--- src/rtl/fetch_pkg.sv ---
// fetch_pkg: ARM encoding constants and branch-target helper for the fetch front end
package fetch_pkg;
  localparam logic [3:0] COND_AL = 4'b1110;
  localparam logic [3:0] OP_B = 4'b1010;
  localparam int MAX_XLEN = 64;
  // Computed at 64 bits; callers truncate to their own XLEN, which keeps the sum modulo 2^XLEN.
  function automatic logic [MAX_XLEN-1:0] branch_target(input logic [MAX_XLEN-1:0] pc, input logic [31:0] instr);
    return pc + 64'd8 + {{38{instr[23]}}, instr[23:0], 2'b00};
  endfunction
  function automatic logic is_back_branch(input logic [31:0] instr);
    return instr[31:28] == COND_AL && instr[27:24] == OP_B && instr[23];
  endfunction
endpackage

--- src/rtl/sync_flush_fifo.sv ---
// sync_flush_fifo: power-of-two FIFO with wrap-bit pointers and a single-cycle flush
module sync_flush_fifo #(
  parameter int WIDTH = 8,
  parameter int DEPTH = 4,
  localparam int AW = $clog2(DEPTH)
) (
  input  logic             clk,
  input  logic             rst,
  input  logic             push,
  input  logic             pop,
  input  logic             flush,
  input  logic [WIDTH-1:0] din,
  output logic [WIDTH-1:0] dout,
  output logic             full,
  output logic             empty,
  output logic [AW:0]      count
);
  logic [WIDTH-1:0] mem [DEPTH];
  logic [AW:0] wrPtr, rdPtr;
  logic doPush, doPop;
  assign empty = wrPtr == rdPtr;
  assign full = wrPtr[AW-1:0] == rdPtr[AW-1:0] && wrPtr[AW] != rdPtr[AW];
  assign doPop = pop & ~empty;
  assign doPush = push & (~full | doPop);
  assign count = wrPtr - rdPtr;
  assign dout = mem[rdPtr[AW-1:0]];
  always_ff @(posedge clk) begin
    if (rst || flush) begin
      wrPtr <= '0;
      rdPtr <= '0;
    end else begin
      if (doPush) wrPtr <= wrPtr + (AW+1)'(1);
      if (doPop) rdPtr <= rdPtr + (AW+1)'(1);
    end
  end
  always_ff @(posedge clk)
    if (doPush && !flush && !rst) mem[wrPtr[AW-1:0]] <= din;
endmodule

--- src/rtl/fetch_queue_unit.sv ---
// fetch_queue_unit: fetch PC, combinational imem drive and instruction queue toward decode
module fetch_queue_unit
  import fetch_pkg::*;
#(
  parameter int XLEN = 32,
  parameter int DEPTH = 4,
  parameter logic [XLEN-1:0] RESET_PC = '0,
  parameter bit PREDICT_EN = 1'b0,
  localparam int CW = $clog2(DEPTH+1)
) (
  input  logic            clk,
  input  logic            rst,
  output logic [XLEN-1:0] imem_addr,
  input  logic [31:0]     imem_rdata,
  input  logic            redirect_valid,
  input  logic [XLEN-1:0] redirect_pc,
  input  logic            deq_ready,
  output logic            deq_valid,
  output logic [31:0]     deq_instr,
  output logic [XLEN-1:0] deq_pc,
  output logic            deq_pred_taken,
  output logic [CW-1:0]   count
);
  typedef struct packed {
    logic [31:0]     instr;
    logic [XLEN-1:0] pc;
    logic            predTaken;
  } fetch_entry_t;
  logic [XLEN-1:0] fpc, nextPc;
  logic pred, push, deqFire, full, empty;
  fetch_entry_t head, tail;
  assign imem_addr = fpc;
  assign pred = PREDICT_EN && is_back_branch(imem_rdata);
  assign nextPc = pred ? XLEN'(branch_target(64'(fpc), imem_rdata)) : fpc + XLEN'(4);
  // A redirect hides the head immediately so decode cannot consume a stale entry.
  assign deq_valid = ~empty & ~redirect_valid;
  assign deqFire = deq_valid & deq_ready;
  assign push = ~redirect_valid & (~full | deqFire);
  assign tail = '{instr: imem_rdata, pc: fpc, predTaken: pred};
  assign deq_instr = head.instr;
  assign deq_pc = head.pc;
  assign deq_pred_taken = head.predTaken;
  sync_flush_fifo #(.WIDTH($bits(fetch_entry_t)), .DEPTH(DEPTH)) queue (
    .clk(clk),
    .rst(rst),
    .push(push),
    .pop(deqFire),
    .flush(redirect_valid),
    .din(tail),
    .dout(head),
    .full(full),
    .empty(empty),
    .count(count)
  );
  always_ff @(posedge clk) begin
    if (rst) fpc <= RESET_PC;
    else if (redirect_valid) fpc <= {redirect_pc[XLEN-1:2], 2'b00};
    else if (push) fpc <= nextPc;
  end
endmodule

--- config.mk ---
export PLATFORM = sky130hd
export DESIGN_NAME = fetch_queue_unit
export DESIGN_NICKNAME = d
export VERILOG_FILES = /design/src/rtl/fetch_pkg.sv /design/src/rtl/sync_flush_fifo.sv /design/src/rtl/fetch_queue_unit.sv
export SDC_FILE = /design/constraint.sdc
export NUM_CORES = 1
export LEC_CHECK = 0
export BUFFER_PORTS_ARGS = -buffer_cell sky130_fd_sc_hd__clkbuf_2
export CAP_MARGIN = 5
export CORE_ASPECT_RATIO = 0.7
export CORE_MARGIN = 2
export CORE_UTILIZATION = 50
export CTS_CLUSTER_DIAMETER = 120
export CTS_CLUSTER_SIZE = 8
export DETAILED_ROUTE_END_ITERATION = 7
export PLACE_DENSITY = 0.74
export SKIP_CTS_REPAIR_TIMING = 1
export SYNTH_ARGS = -nofsm -noshare
export SYNTH_HDL_FRONTEND = slang
export SYNTH_SLANG_ARGS = --single-unit
--- constraint.sdc ---
create_clock -name clk -period 3.2 [get_ports clk]
set_input_delay 0.8 -clock clk [delete_from_list [all_inputs] [get_ports clk]]
set_output_delay 0.8 -clock clk [all_outputs]
set_load 0.05 [all_outputs]
=== After elaboration in Yosys (flattened, before gate mapping) ===
Memory sizes are Yosys's and may differ from the RTL's. A register that Yosys moved wholly into a read port is not among the register bits.
Index checks and enable logic that the tools add are counted.

* $add $sub $neg: 4
* Eq/ne operators: 3
* Mux-type cells: 6
* Bitwise operators: 10
* Reductions and logical operators: 8

{| class="wikitable"
|+ Operators by type and width
! cell !! number
|-
| $mux W32 || 2
|-
| $add A32 B3 Y32 const B || 1
|-
| $add A3 B1 Y3 const B || 2
|-
| $and A1 B1 Y1 || 5
|-
| $mux W2 || 2
|-
| $eq A3 B3 Y1 || 1
|-
| $logic_and A1 B1 Y1 || 3
|-
| $not A1 Y1 || 3
|-
| $sub A3 B3 Y3 || 1
|-
| $eq A2 B2 Y1 || 1
|-
| $logic_not A1 Y1 || 2
|-
| $mux W1 || 2
|-
| $or A1 B1 Y1 || 2
|-
| $reduce_bool A2 Y1 || 1
|-
| $reduce_or A2 Y1 || 1
|-
| $logic_or A1 B1 Y1 || 1
|-
| $ne A1 B1 Y1 || 1
|}

* Register bits after elaboration: 38
* Bits in writable memories: 256
* Output and inout port bits: 101
* Word-level logic and storage cells: 36
* Memories: 1

{| class="wikitable"
|+ Memories
! memory !! words !! bits a word !! rd ports !! clocked after memory_dff !! write ports !! RTL line !! source
|-
| queue.mem || 4 || 64 || 1 || 1 || 1 || sync_flush_fifo.sv:18 || <nowiki>logic [WIDTH-1:0] mem [DEPTH];</nowiki>
|}

=== Depth between registers and ports, before layout ===
Gate-level depths: netlist of run 1.

* Depth in word-level cells: 11
* Depth in mapped cells: 8
* Gate-level depth less buffers: 6

=== Modules after synthesis ===
From an unflattened synthesis of run 1, not the netlist that was laid out.

* Cells, all modules: 631
* Area total of the unflattened synthesis: 11781.3 um^2

{| class="wikitable"
|+ Modules (own cells, without submodules)
! module !! times used !! cells an instance !! area each (um^2)
|-
| sync_flush_fifo || 1 || 399 || 9885.7
|-
| fetch_queue_unit || 1 || 232 || 1895.6
|}

=== Least setup slack after synthesis of run 1 ===
No wires, ideal clock.

* Path type: register -> register
* Start point: reg queue.wrPtr[0]
* End point: mem queue.mem[3][10] (netlist name) (enable)
* Library setup time: 0.427 ns
* Arrival time: 2.999 ns
* Data required time: 2.773 ns
* Path slack: -0.226 ns
* Stages on the path, launching flop included: 8
* Path buffers: 2
* Period minus slack after synthesis: 3.426 ns
* Path through: dfxtp_1 inv_1 ha_1 and2_0 clkbuf_1 nand3_1 clkbuf_1 and3_1

* Word-level cells in the longest chain between the ends: 11
* Elaborated cells between the ends (all ways): 16

{| class="wikitable"
|+ Ends and longest elaborated chain
! item !! RTL line !! source
|-
| from (decl) || sync_flush_fifo.sv:19 || <nowiki>logic [AW:0] wrPtr, rdPtr;</nowiki>
|-
| from (signal assigned) || sync_flush_fifo.sv:32 || <nowiki>if (doPush) wrPtr <= wrPtr + (AW+1)'(1);</nowiki>
|-
| $eq A3 B3 Y1 || sync_flush_fifo.sv:21 || <nowiki>assign empty = wrPtr == rdPtr;</nowiki>
|-
| $not A1 Y1 || sync_flush_fifo.sv:23, fetch_queue_unit.sv:36 ||
|-
| $and A1 B1 Y1 || fetch_queue_unit.sv:36 || <nowiki>assign deq_valid = ~empty & ~redirect_valid;</nowiki>
|-
| $and A1 B1 Y1 || fetch_queue_unit.sv:37 || <nowiki>assign deqFire = deq_valid & deq_ready;</nowiki>
|-
| $or A1 B1 Y1 or $and A1 B1 Y1 (tied branches) || fetch_queue_unit.sv:38, sync_flush_fifo.sv:23 ||
|-
| $and A1 B1 Y1 or $or A1 B1 Y1 (tied branches) || fetch_queue_unit.sv:38, sync_flush_fifo.sv:24 ||
|-
| $and A1 B1 Y1 || sync_flush_fifo.sv:24 || <nowiki>assign doPush = push & (~full | doPop);</nowiki>
|-
| $logic_and A1 B1 Y1 (2 in series) || sync_flush_fifo.sv:37 || <nowiki>if (doPush && !flush && !rst) mem[wrPtr[AW-1:0]] <= din;</nowiki>
|-
| $mux W1 || sync_flush_fifo.sv:37 ||
|-
| $mux W1 (not written as such) || sync_flush_fifo.sv:37 ||
|-
| to (decl) || sync_flush_fifo.sv:18 ||
|}

Several ways; a longest one is shown, not always the timed one.

=== Worst setup path after layout of run 1 ===
* Start point: reg queue.wrPtr[2]
* End point: out deq_valid

* Word-level cells in the longest chain between the ends: 3

{| class="wikitable"
|+ Ends and longest elaborated chain
! item !! RTL line !! source
|-
| $eq A3 B3 Y1 || sync_flush_fifo.sv:21 ||
|-
| $not A1 Y1 || fetch_queue_unit.sv:36 ||
|-
| $and A1 B1 Y1 || fetch_queue_unit.sv:36 ||
|-
| to (decl) || fetch_queue_unit.sv:18 || <nowiki>output logic deq_valid,</nowiki>
|}

Every way passes these cells.

==> results.cfg, run 1 <==
[status]
status = finished, final reports clean

[critical_path]
startpoint = queue.wrPtr[2]
path_class = register to output pin
reg2reg_to = imem_addr[30]
r2r-start = imem_addr[6]
r2r_slack_ns = 0.67
end_kind = output pin
crit_arrival_ns = 2.34
r2r_cells = 4
critical_path_required_ns = 2.40
cp_max_fo = 11
cp-start-kind = register

[placed_design]
place_congestion = 0.8729
dpl-instance-area_mm2 = 0.01265
port_buffers = 161
place_hpwl_mm = 16.00

[global_routing]
grt_antenna_before_repair = 0
grt_use_met2_pct = 34.32
grt_pass1_wl_mm = 39.29
grt_max_degree = 47
top_usage_layer = met2
grtUsageMet1_pct = 30.12
grt_pass1_vias = 7010
grt_overflow = 0
grt_use_met3_pct = 5.554
grt_usage_pct = 21.60

[die]
ioPinCount = 169
start_util_pct = 50.53
die-width_um = 184.3
die_area_mm2 = 0.02399
rows = 46
core-area_mm2 = 0.02250
die_y_um = 130.2

[cts]
path_clk_slew_ns = 0.05
htreeDepth = 2
numCtsBuffers = 41
clk_latency_ns = 0.52
cts_tree = done
clockRootBuffer = clkbuf_16
cts.path.max_buffers = 3
cts_sinks = 286

[power]
powerDensity_mw_per_mm2 = 632.9
vdd_drop_max_uv = 333.6
power.total_mw = 8.731
leakage_nw = 4.793

[sta]
fin_crit_ns = 3.135
fmax_mhz = 319.0
hold_viol = 0
worst_pin_slew_ns = 1.165
holdWs_ns = 0.5005
slew_headroom_pct = 21.78
fin_skew_ns = 0.02011
finalMaxSlewViolations = 0
period_share_pct = 97.98
grt_setup_unrepaired = false
setup_viol = 0
setup-tns-final_ns = 0

[layout]
final_cell_area_mm2 = 0.01380
syn_to_final_growth_pct = 21.31
final_cell_mix = edfxtp_1 (248), clkbuf_2 (161), mux4_2 (62), clkbuf_16 (42), dfxtp_1 (36)
drive_above_1_share_pct = 36.78
final_common_cell = edfxtp_1
diodes = 0
final_nets = 896

[drt]
vias = 6844
drt_iter0_markers = 707
viasPerCell = 5.983
drt_wl_total_mm = 25.82
drc = 0
first_pass_iters = 7
postRouteAntennaNets = 0
wl_per_cell_um = 22.57

[job]
max-cap-violations = 0

[synthesis]
synth_warnings = 0
async_flop_share_pct = 0
ys_seq_area_share_pct = 72.18
syn-instance-count = 629
ys.flop_type = edfxtp_1
syn-mean-instance-area_um2 = 18.08
synth-edff-count = 248
yosysUniqueCellTypes = 57
synthesis.area_mm2 = 0.01137
ys_ff_latch = 286

[min_path]
min_from = imem_rdata[10]
hold_path.class = primary input to register
hold_path_depth = 1
hold_end = queue.mem[2][42]
## registers in the layout, summed over array words and instances (netlist names), named ones only
register and cells:
queue.wrPtr 3, queue.mem 248, queue.rdPtr 3, imem_addr 30
## report_power, final
part	leakage, nW	switching (mW)	internal, mW	total [mW]
combinational	1.65	0.456	0.173	0.629
sequential	2.59	0.0898	4.16	4.25
clock	0.554	1.47	2.38	3.85
## kinds of logic after synthesis
kind of cell | Yosys count | synth area share (%)
DFF | 286 | 72.18
buffers and inverters | 56 | 2.178
and+or+nand+nor | 126 | 5.975
AOI/OAI and AO/OA | 77 | 5.292
muxes | 64 | 12.45
adders and majority gates | 9 | 1.056
xor gates and xnor gates | 10 | 0.8362
other | 1 | 0.03298
## layout make-up
| cell class | instances | area [µm²] |
|---|---|---|
| clock buffer | 54 | 1106 |
| clock inverter | 2 | 36.28 |
| fill | 1638 | 8708 |
| inverter | 14 | 52.55 |
| multi-input combinational | 291 | 2937 |
| sequential | 286 | 8213 |
| tap | 312 | 390.4 |
| timing repair buffer | 185 | 1061 |
## per-layer routing
layer | part of all wire, % | routed length (µm)
met5 | 0 | 0
met4 | 2.1 | 544
met3 | 9.8 | 2524
met2 | 46 | 11860
met1 | 42 | 10880
## how the worst max path moves through the flow
stage	end	depth (start not counted)	slack, ns
global placement	imem_addr[7]	6	0.58
floorplan	deq_valid	3	0.41
global route	deq_valid	3	0.02
detailed placement	imem_addr[7]	6	0.45
CTS	deq_valid	3	0.11
finish	deq_valid	3	0.06
## worst max-delay path, cell delays in order (launching register included)
cell and delay, ns:
dfxtp_1 0.36, xnor2_1 0.94, a21oi_1 0.21, clkbuf_2 0.31
## per-stage QoR
step                instances  utilization (%)  worst slack, ns
finish                   1144            61.30          0.06478
CTS                      1144            61.30           0.1146
global placement         1088            56.23           0.5845
detailed placement       1088            56.23           0.4531
global route             1144            61.30          0.01599
floorplan                 633                -           0.4065
## synth_stat cells, drive strengths merged, types with 2 or more instances
cell | count | area (µm²)
a211o | 2 | 17.52
a211oi | 6 | 45.04
a21oi | 3 | 15.01
a22oi | 2 | 15.01
a311o | 3 | 30.03
a311oi | 9 | 85.08
a31oi | 11 | 68.82
and3 | 11 | 68.82
and4 | 6 | 52.55
buf | 19 | 108.9
clkbuf | 23 | 86.33
dfxtp | 38 | 760.7
edfxtp | 248 | 7447
ha | 8 | 100.1
inv | 14 | 52.55
mux2i | 2 | 20.02
mux4 | 62 | 1396
nand2 | 21 | 81.33
nand2b | 2 | 12.51
nand3 | 17 | 85.08
nand4 | 14 | 93.84
nor2 | 24 | 90.09
nor2b | 3 | 18.77
nor3 | 6 | 30.03
nor4 | 6 | 37.54
o2111a | 2 | 22.52
o211ai | 3 | 22.52
o21ai | 14 | 70.06
o311a | 2 | 20.02
o311ai | 2 | 17.52
o31ai | 10 | 93.84
or3 | 8 | 50.05
or4 | 5 | 37.54
xnor2 | 5 | 43.79
xor2 | 5 | 51.30
No activity file was read; power rests on OpenSTA's default activity.
==> run 2, diff against run 1 <==
--- a/config.mk
+++ b/config.mk
@@ -7,13 +7,15 @@
 export LEC_CHECK = 0
 export BUFFER_PORTS_ARGS = -buffer_cell sky130_fd_sc_hd__clkbuf_2
 export CAP_MARGIN = 5
+export CELL_PAD_IN_SITES_DETAIL_PLACEMENT = 0
+export CELL_PAD_IN_SITES_GLOBAL_PLACEMENT = 1
 export CORE_ASPECT_RATIO = 0.7
 export CORE_MARGIN = 2
-export CORE_UTILIZATION = 50
+export CORE_UTILIZATION = 43
 export CTS_CLUSTER_DIAMETER = 120
 export CTS_CLUSTER_SIZE = 8
 export DETAILED_ROUTE_END_ITERATION = 7
-export PLACE_DENSITY = 0.74
+export PLACE_DENSITY_LB_ADDON = 0.1
 export SKIP_CTS_REPAIR_TIMING = 1
 export SYNTH_ARGS = -nofsm -noshare
 export SYNTH_HDL_FRONTEND = slang
==> run 2 against run 1 <==
Compared with the run above: fmax increased by 3.9%; non-clock buffer count increased by 14; sequential share of layout area decreased by 1.0 points; register-to-register slack improved by 0.09 ns; global-route usage decreased by 2.6 points; combinational power increased by 4.3%; total power decreased by 0.22%; die area increased by 16%; sequential power about the same; core utilization decreased by 6.9 points.
==> results.cfg, run 2 (synthesis gave the netlist of run 1 again) <==
[drt]
wl_per_cell_um = 21.62
drt_iter0_markers = 416
drc = 0
viasPerCell = 5.426
drt_wl_total_mm = 26.23
postRouteAntennaNets = 0
first_pass_iters = 5
vias = 6582

[placed_design]
place_congestion = 0.8298
port_buffers = 161
place_hpwl_mm = 17.36
place_inst = 1147

[power]
powerDensity_mw_per_mm2 = 620.7
power_frac_seq_pct = 48.5
leakage_nw = 4.867
power_frac_clock_pct = 43.9
p_comb_share_pct = 7.5
p_switching_mw = 1.994
vdd_drop_max_uv = 420.6
sw_frac_of_total_pct = 22.88
intPower_mw = 6.718

[layout]
largest_reg_flops = 248
drive_above_1_share_pct = 37.27
final_common_cell = edfxtp_1
diodes = 0
final_cell_mix = edfxtp_1 (248), clkbuf_2 (161), mux4_2 (62), clkbuf_16 (41), dfxtp_1 (36)
final_util_pct = 54.37
syn_to_final_growth_pct = 23.41
final_cells = 1213
final_nets = 910

[sta]
fin_skew_ns = 0.01202
grt_setup_unrepaired = false
worst_pin_slew_ns = 0.7150
hold_viol = 0
setup_viol = 0
finalMaxSlewViolations = 0
period_share_pct = 94.31
setup-tns-final_ns = 0
slew_headroom_pct = 51.99
fmax_mhz = 331.3
fin_crit_ns = 3.018

[global_routing]
grt_antenna_before_repair = 0
grt_usage_pct = 19.03
grt_max_degree = 33
grt_pass1_wl_mm = 39.50
grt_overflow = 0
grt_pass1_vias = 6735

[critical_path]
slowest_stage = dfxtp_1
cp-start-kind = register
path_class = register to output pin
end_kind = output pin
cp_cell_sequence = inv_1, ha_1, and2_0, a21oi_1, clkbuf_2
cpLargestDelayFamily = buffers and inverters
r2r_cells = 6
critical_path_required_ns = 2.40
crit_arrival_ns = 2.22
reg2reg_to = queue.mem[1][29]
cp_max_fo = 7
worst-path-stages = 5
path_buf_inv = 2
critPathMaxStageDelay_ns = 0.39
r2r_slack_ns = 0.76
r2r-start = queue.wrPtr[0]

[die]
ioPinCount = 169
die-width_um = 198.4
die_y_um = 140.1
rows = 49
core-area_mm2 = 0.02581
die_area_mm2 = 0.02778
start_util_pct = 44.06

[cts]
clk_latency_ns = 0.52
clockRootBuffer = clkbuf_16
path_clk_slew_ns = 0.06
cts.path.max_buffers = 3
cts_tree = done
numCtsBuffers = 41
htreeDepth = 2
cts_sinks = 286

[min_path]
hold_path.class = primary input to register
min_from = imem_rdata[25]
hold_path_depth = 1
hold_end = queue.mem[2][57]

[job]
max-cap-violations = 0

[status]
status = finished, final reports clean
run 2: layer usage:
layer | vias up | routed length (µm) | global-route usage [%]
met2 | 229 | 12290 | 29.94
li1 | 2994 | - | -
met1 | 3317 | 11710 | 26.88
met5 | - | 0 | 0
met4 | 0 | 383 | 4.749
met3 | 42 | 1850 | 4.599
run 2: power groups by stage:
stage	registers, mW	logic, mW	clock network (mW)
floorplan	4.38	0.351	0
global placement	4.29	0.652	0
detailed placement	4.30	0.660	0
CTS	4.23	0.662	3.93
global route	4.24	0.695	4.07
finish	4.23	0.656	3.83
run 2: cell type report:
class / instances / area, µm²
multi-input combinational: 291 / 2952
tap: 357 / 446.7
fill: 2061 / 11780
inverter: 14 / 52.55
clock buffer: 64 / 1122
clock inverter: 2 / 17.52
sequential: 286 / 8215
timing repair buffer: 199 / 1229
run 2: per-stage QoR:
| step | hold slack [ns] | cell area (µm²) | setup WS (ns) | power (mW) |
|---|---|---|---|---|
| 6_report | 0.5034 | 14030 | 0.1820 | 8.712 |
| 5_1_grt | 0.4829 | 14030 | 0.08520 | 9.004 |
| 4_1_cts | 0.4788 | 14030 | 0.1501 | 8.823 |
| 3_5_place_dp | 0.5346 | 12890 | 0.5589 | 4.960 |
| 3_3_place_gp | 0.5249 | 12890 | 0.5841 | 4.943 |
| 2_1_floorplan | 0.5033 | 11390 | 0.4065 | 4.726 |
run 2: worst max-delay path by stage:
stage                   startpoint          endpoint  slack (ns)
finish              queue.wrPtr[0]         deq_valid        0.18
global route              register         deq_pc[8]        0.09
CTS                       register         deq_pc[6]        0.15
detailed placement  redirect_valid  queue.mem[1][31]        0.56
global placement    redirect_valid  queue.mem[0][31]        0.58
floorplan           redirect_valid         deq_valid        0.41
==> run 3, diff against run 2 <==
--- a/config.mk
+++ b/config.mk
@@ -16,6 +16,7 @@
 export CTS_CLUSTER_SIZE = 8
 export DETAILED_ROUTE_END_ITERATION = 7
 export PLACE_DENSITY_LB_ADDON = 0.1
+export RECOVER_POWER = 25
 export SKIP_CTS_REPAIR_TIMING = 1
 export SYNTH_ARGS = -nofsm -noshare
 export SYNTH_HDL_FRONTEND = slang
==> run 3 against run 2 <==
Compared with the run above: sequential cell count stayed put; fmax is 0.80% lower; count of clock-buffer cells in the layout stayed put; final cell count stayed put; critical path type unchanged; critical endpoint unchanged; largest cell class unchanged.
==> results.cfg, run 3 (synthesis gave the netlist of run 1 again) <==
[critical_path]
cp_cell_sequence = inv_1, ha_1, and2_0, a21oi_1, clkbuf_2
slowest_stage = dfxtp_1
cp_max_fo = 7
crit_arrival_ns = 2.24
cpLargestDelayFamily = buffers and inverters
path_buf_inv = 2
r2r_slack_ns = 0.75
critical_path_required_ns = 2.40
critPathMaxStageDelay_ns = 0.39
cp-start-kind = register
end_kind = output pin
path_class = register to output pin

[cts]
clk_latency_ns = 0.51
cts_tree = done
cts_sinks = 286
path_clk_slew_ns = 0.06
numCtsBuffers = 41
cts.path.max_buffers = 3
clockRootBuffer = clkbuf_16
htreeDepth = 2

[sta]
worst_pin_slew_ns = 0.8004
fin_crit_ns = 3.042
finalMaxSlewViolations = 0
fin_skew_ns = 0.01144
hold_viol = 0
fmax_mhz = 328.7
slew_headroom_pct = 45.96
period_share_pct = 95.08
setup_viol = 0
grt_setup_unrepaired = false
holdWs_ns = 0.5139
setup-tns-final_ns = 0

[die]
start_util_pct = 44.06
die-width_um = 198.4
die_y_um = 140.1
die_area_mm2 = 0.02778
rows = 49
core-area_mm2 = 0.02581
ioPinCount = 169

[layout]
syn_to_final_growth_pct = 23.00
final_cell_area_mm2 = 0.01399
final_common_cell = edfxtp_1
final_cell_mix = edfxtp_1 (248), clkbuf_2 (129), mux4_2 (62), clkbuf_1 (56), clkbuf_16 (41)
diodes = 0
largest_reg_flops = 248
final_util_pct = 54.19
final_nets = 910
drive_above_1_share_pct = 33.29

[global_routing]
grt_pass1_vias = 6735
grt_antenna_before_repair = 0
grt_overflow = 0
grt_usage_pct = 19.03
grt_max_degree = 33
grt_pass1_wl_mm = 39.50

[drt]
drt_wl_total_mm = 26.19
viasPerCell = 5.424
drt_iter0_markers = 425
wl_per_cell_um = 21.59
drc = 0
vias = 6579
postRouteAntennaNets = 0
first_pass_iters = 5

[placed_design]
place_hpwl_mm = 17.36
port_buffers = 161
place_congestion = 0.8298
dpl-instance-area_mm2 = 0.01289

[power]
powerDensity_mw_per_mm2 = 622.3
power.total_mw = 8.705
vdd_drop_max_uv = 403.2
leakage_nw = 4.764

[job]
max-cap-violations = 0

[status]
status = finished, final reports clean

[min_path]
hold_path.class = primary input to register
-- run 3: cell types whose count changed in the layout (fill, tap and decap cells not counted), sizes merged --
cell	delta
buf	-2
clkbuf	+2
-- run 3: worst paths after layout --
kind,start,end,depth (start not counted)
hold / removal,redirect_pc[27],imem_addr[27],3
setup / recovery,queue.wrPtr[0],deq_valid,5
hold reg to reg,queue.rdPtr[1],register,2
setup reg to reg,queue.wrPtr[0],queue.mem[1][32],6
-- run 3: where the power goes --
part	switching [mW]	total (mW)	internal, mW
combinational	0.470	0.649	0.179
clock	1.45	3.83	2.37
sequential	0.0708	4.23	4.16
total	1.99	8.70	6.71
-- run 3: metal layers --
| metal | vias to the layer above | track usage, % | part of all wire (%) |
|---|---|---|---|
| met5 | - | 0 | 0 |
| met4 | 0 | 4.749 | 1.3 |
| met3 | 33 | 4.599 | 7.1 |
| met2 | 227 | 29.94 | 47 |
| met1 | 3330 | 26.88 | 44 |
| li1 | 2989 | - | - |
-- run 3: stage by stage --
stage	worst slack, ns	std cells
floorplan	0.4065	633
CTS	0.1501	1213
global placement	0.5841	1147
global route	0.08520	1213
detailed placement	0.5589	1147
finish	0.1575	1213
-- run 3: final cells by class --
cell class / instances / area, µm²
clock buffer: 64 / 1122
fill: 2074 / 11820
multi-input combinational: 291 / 2952
tap: 357 / 446.7
sequential: 286 / 8215
inverter: 14 / 52.55
clock inverter: 2 / 17.52
timing repair buffer: 199 / 1181
-- run 3: worst register-to-register path, stage by stage, from the launching register on --
cell,delay (ns)
dfxtp_1,0.39
inv_1,0.13
ha_1,0.33
and2_0,0.28
nand3_1,0.33
and3_4,0.40
buf_12,0.26
